File: src/rtl/abro_input_conditioner.sv
// -----------------------------------------------------------------------------
// abro_input_conditioner
//
// Front-end for the ABRO state machine. Each raw button line is synchronised
// into the clk domain through two flops, debounced with a saturating counter,
// and turned into a single-cycle pulse on every debounced rising edge. The
// two channels (A, B) are identical and share no state.
//
// Parameters:
//   DEBOUNCE_CYCLES - consecutive synchronised cycles an input must differ
//                     from its debounced level before the level flips (>= 1)
//
// Ports:
//   clk     in   system clock, all state updates on the rising edge
//   reset   in   synchronous, active-high reset
//   a_raw   in   raw A button, asynchronous, may bounce
//   b_raw   in   raw B button, asynchronous, may bounce
//   A       out  one-cycle pulse on debounced rising edge of A
//   B       out  one-cycle pulse on debounced rising edge of B
//   a_level out  debounced level of A
//   b_level out  debounced level of B
// -----------------------------------------------------------------------------
module abro_input_conditioner #(
  parameter int unsigned DEBOUNCE_CYCLES = 4
) (
  input  logic clk,
  input  logic reset,
  input  logic a_raw,
  input  logic b_raw,
  output logic A,
  output logic B,
  output logic a_level,
  output logic b_level
);

  localparam int unsigned CntW = $clog2(DEBOUNCE_CYCLES) + 1;
  localparam logic [CntW-1:0] CntMax = CntW'(DEBOUNCE_CYCLES - 1);

  // Bit 0 is channel A, bit 1 is channel B.
  logic [1:0]      raw;
  logic [1:0]      s1_q;
  logic [1:0]      s2_q;
  logic [1:0]      lvl_q;
  logic [1:0]      lvl_d;
  logic [1:0]      p_q;
  logic [1:0]      p_d;
  logic [CntW-1:0] cnt_q [2];
  logic [CntW-1:0] cnt_d [2];

  assign raw = {b_raw, a_raw};

  always_comb begin
    for (int i = 0; i < 2; i++) begin
      lvl_d[i] = lvl_q[i];
      // Any agreement with the current level discards a partial count, so
      // glitches shorter than the window leave no trace.
      cnt_d[i] = '0;
      if (s2_q[i] != lvl_q[i]) begin
        if (cnt_q[i] == CntMax) begin
          lvl_d[i] = s2_q[i];
        end else begin
          cnt_d[i] = cnt_q[i] + CntW'(1);
        end
      end
      // Pulse only on a 0->1 level change; falling edges are silent.
      p_d[i] = ~lvl_q[i] & lvl_d[i];
    end
  end

  always_ff @(posedge clk) begin
    if (reset) begin
      s1_q  <= '0;
      s2_q  <= '0;
      lvl_q <= '0;
      p_q   <= '0;
      for (int i = 0; i < 2; i++) begin
        cnt_q[i] <= '0;
      end
    end else begin
      s1_q  <= raw;
      s2_q  <= s1_q;
      lvl_q <= lvl_d;
      p_q   <= p_d;
      for (int i = 0; i < 2; i++) begin
        cnt_q[i] <= cnt_d[i];
      end
    end
  end

  assign A       = p_q[0];
  assign B       = p_q[1];
  assign a_level = lvl_q[0];
  assign b_level = lvl_q[1];

endmodule
File: config.mk
export PLATFORM = sky130hd
export DESIGN_NAME = abro_input_conditioner
export DESIGN_NICKNAME = d
export VERILOG_FILES = /design/src/rtl/abro_input_conditioner.sv
export SDC_FILE = /design/constraint.sdc
export NUM_CORES = 1
export LEC_CHECK = 0
export ABC_AREA = 1
export BUFFER_PORTS_ARGS = -buffer_cell sky130_fd_sc_hd__buf_2
export CAP_MARGIN = 20
export CELL_PAD_IN_SITES_DETAIL_PLACEMENT = 1
export CELL_PAD_IN_SITES_GLOBAL_PLACEMENT = 1
export CORE_UTILIZATION = 34
export DETAILED_ROUTE_END_ITERATION = 7
export PLACE_DENSITY_LB_ADDON = 0.1
export SLEW_MARGIN = 20
export SYNTH_ARGS = -nofsm -noshare
export SYNTH_HDL_FRONTEND = slang
export SYNTH_SLANG_ARGS = --single-unit
File: constraint.sdc
create_clock -name clk -period 1.1 [get_ports clk]
set_input_delay 0.11 -clock clk [delete_from_list [all_inputs] [get_ports clk]]
set_output_delay 0.11 -clock clk [all_outputs]
set_load 0.05 [all_outputs]
==> Yosys cells after proc, flatten, opt, wreduce, memory -nomap -nowiden <==
Memories as Yosys holds them, arrays and structs flattened.
Cells that the tools add are included.
{ "word_totals": {"ff_bits": 8, "latch_bits": 0, "ram_bits": 6, "rom_bits": 0, "output_inout_bits": 4, "memories": 1} }
{ "classes": {"add_sub_neg": 2, "multipliers": 0, "div": 0, "order_cmp": 0, "n_eq_ne": 4, "shifts": 0, "muxes": 13, "bitwise_logic": 6, "n_reduce_logical": 0} }
{ "mem_list": {"columns": ["memory", "depth", "width", "rd", "rd_clocked_by_memory_dff", "wr", "line", "rtl"], "rows": [
  ["cnt_q", 2, 3, 2, 0, 2, "47", "logic [CntW-1:0] cnt_q [2];"]
]} }
{ "op_table": {"columns": ["operator", "n"], "rows": [
  ["2-to-1 mux 3 bit", 6],
  ["2-to-1 mux 1 bit", 7],
  ["adder 3 x 1 -> 3 bit, second input constant", 2],
  ["== test 3 x 2 -> 1 bit, second input constant", 2],
  ["AND 1 bit", 2],
  ["!= test 1 bit", 2],
  ["inverter 1 bit", 2],
  ["bitwise OR 1 bit", 2]
]} }

==> Depth between registers and ports, before layout <==
{ "logic_depth": {"ltp_word": 4, "ltp_mapped": 5, "ltp_nobuf": 5} }

==> Worst setup path before layout <==
Ideal clock, no wire load.
{ "synth_timing": {"path_kind": "reg-to-reg", "startpoint": "memory cnt_q[0][3] (netlist bit)", "endpoint": "memory cnt_q[0][3] (netlist bit)", "setup_time_ns": 0.064, "t_arrival_ns": 0.973, "t_required_ns": 1.036, "slack_ns": 0.063, "path_stages_with_launch": 6, "n_path_buf": 0, "period_less_slack_ns": 1.037, "cell_sequence": "dfxtp_1 > ha_1 > ha_1 > nor2_4 > nand3_2 > nor2_1"} }
{ "synth_lines": {"columns": ["item", "line"], "rows": [
  ["start: declaration", "47"]
]} }

==> Worst setup path in the final report <==
{ "layout_timing": {"startpoint": "register lvl_q[0]", "endpoint": "output a_level"} }
{ "layout_lines": {"columns": ["item", "line", "rtl"], "rows": [
  ["start: declaration", "43", "logic [1:0] lvl_q;"],
  ["start signal: assignment", "82", "lvl_q <= lvl_d;"],
  ["end: declaration", "32", "output logic a_level,"]
]} }
No word-level cell between the ends.

==> reports/metrics.csv <==
stage,metric,value,unit
clocking,cts-htree-levels,1,
die,die_area,0.00173,sq mm
worst_setup_path,timing.critical_path.to_type,output port,
power,power.leakage,0.272,nW
grt,antenna_found_initial,0,
die,design.portCount,8,
timing,maxClockFrequency,955,MHz
clocking,latest_clock_arrival_within_the_worst_skew_pair,0.27,ns
clocking,cts-root-buf,clkbuf_4,
timing,finalSetupViolCount,0,
grt,grt.overflow.total,0,
grt,grt_first_pass_wirelength,1.30,mm
clocking,cts_buffers,3,
die,chipWidth,41.5,microns
route,drt_drc_violations_left,0,
layout,area.growth.synth_to_final,20.9,%
synthesis,postSynthCellCount,61,
synthesis,postSynthNetCount,69,
timing,setup_tns,0,ns
place,gp_congestion,0.637,
synthesis,synthesis.yosys.warnings,0,
timing,timing.final.crit_period,1.05,ns
worst_setup_path,worstPathMaxFanout,4,
place,io_buffer_count,7,
worst_setup_path,criticalPathCategory,flop to output port,
die,placement_rows,13,
route,detail_route.wirelength,763,microns
timing,relSlewSlack,83.0,%
synthesis,yosys.cell_types.count,10,
layout,number_of_antenna_repair_diodes,0,
worst_setup_path,critPathArrivalTime,0.94,ns
timing,tightest_slew,0.255,ns
worst_setup_path,timing.critical_path.buf_inv,1,
place,hpwl,588,microns
power,irDropWorstVdd,0.754,mV
worst_setup_path,path_delay_family,flip-flops,
grt,first_global_vias,346,
die,initial_util,38.5,%
worst_setup_path,crit_path_top_delay_cell,dfxtp_1,
worst_setup_path,slowest_delay,0.38,ns
synthesis,syn_avg_cell_area,8.72,sq um
layout,fin_cells,86,
clocking,ctsLongestPathBuffers,2,
layout,fraction_of_layout_instances_using_a_drive_strength_above_1,26.8,%
place,placedInstanceArea,574,sq um
worst_setup_path,worstPathRequired,0.99,ns
min_path,worstHoldPathType,input port to flop,
timing,timing_max_transition_violations_final,0,
worst_setup_path,worstSetupStartpointType,flop,
power,powerDensity,1410,mW/mm^2
route,drtIter0Drc,5,
worst_setup_path,crit_chain,buf_2,
synthesis,synthesized_area,532,sq um
timing,hold_viol_final,0,
route,avgRoutedWirePerCell,8.87,microns
flow_run,max_cap_viol_count,0,
timing,finalCritPeriodShare,95.2,%
place,place.detailed.instances,82,
clocking,cts_setup_buffers,0,
route,vias,382,
layout,nets,80,
clocking,number_of_clock_sinks,14,
die,placeableCoreArea,0.00138,sq mm
clocking,cts_hold_buf,0,
die,die_height,41.5,microns
run_status,outcome,"complete, no violations",
clocking,tritoncts,built,
synthesis,ys_ff_latch,14,
clocking,clk_pin_slew_worst_paths,0.08,ns
layout,fin_area,643,sq um
clocking,post_cts_resized,2,
synthesis,yosysSeqAreaShare,52.7,%
route,drtAntennaViolNets,0,
route,vias_per_cell,4.44,
grt,largest_net_degree_at_the_start_of_global_routing,11,
route,detail_route.first_pass.iterations,2,
grt,groute.usage.overall,10.3,%
timing,finClkSkew,0.000525,ns
[path summary, 6_finish.rpt]
| check | start | to | slack [ns] | depth (start not counted) |
|---|---|---|---|---|
| worst max-delay path | lvl_q[0] | a_level | 0.05 | 1 |
| worst min-delay path | a_raw | s1_q[0] | 0.04 | 3 |
| worst max register to register | cnt_q[0][3] | cnt_q[0][4] | 0.07 | 5 |
| worst min register to register | s1_q[0] | s2_q[0] | 0.40 | 2 |
[per-layer routing]
metal  global-route usage (%)  vias to the layer above  share of wire (%)
met2                     17.5                        7                 49
met1                     9.16                      178                 45
met3                     7.83                        0                5.9
met4                     3.87                        0                  0
met5                        0                        -                  0
li1                         -                      197                  -
[report_power, final]
part / internal [mW] / total, mW / leakage [nW] / switching [mW]
Sequential: 0.515 / 0.520 / 0.114 / 0.00487
Combinational: 0.0117 / 0.0298 / 0.138 / 0.0180
Clock: 0.201 / 0.355 / 0.0210 / 0.154
[cells in the final DEF, fill, tap and decap left out]
master,instances
a21oi_1,2
buf_2,6
clkbuf_4,4
clkbuf_8,1
dfxtp_1,14
ha_2,2
ha_4,2
inv_1,14
nand2_1,8
nand3_1,2
nand3_2,2
nor2_1,12
nor2_4,2
[final cells by class]
class,instances,area (sq um)
multi-input cells,32,218
repair buffers,7,37.5
fillers,178,739
clock buffers,4,36.3
flip-flops and latches,14,280
inverters,14,52.6
well taps,15,18.8
[Yosys cell counts]
library cell,count,area share (%)
dfxtp_1,14,53
inv_1,14,9.9
nor2_1,12,8.5
nand2_1,8,5.6
ha_1,4,9.4
a21oi_1,2,1.9
nand3_1,2,1.9
nand3_2,2,3.8
nor2_4,2,4.2
buf_6,1,2.1
[cell families after synthesis]
family / share of synthesized area, %
compound gates: 1.88
fa+ha+maj: 9.41
buf+inv: 12.0
flops: 52.7
simple gates: 24.0
[state kept, by name, indices dropped and copies added (netlist names)]
signal  flops
p_q         2
lvl_q       2
cnt_q       6
s1_q        2
s2_q        2
[per-stage QoR]
step / utilization [%] / hold slack [ns] / power [mW] / setup WS, ns
2_1_floorplan: - / 0.217 / 0.556 / 0.0633
3_3_place_gp: 41.5 / 0.309 / 0.561 / -0.0280
3_5_place_dp: 41.5 / 0.321 / 0.563 / -0.0367
4_1_cts: 44.5 / 0.0274 / 0.922 / 0.0104
5_1_grt: 46.5 / 0.0237 / 0.955 / -0.00495
6_report: 46.5 / 0.0369 / 0.905 / 0.0528
(Power assumes the default switching activity.)
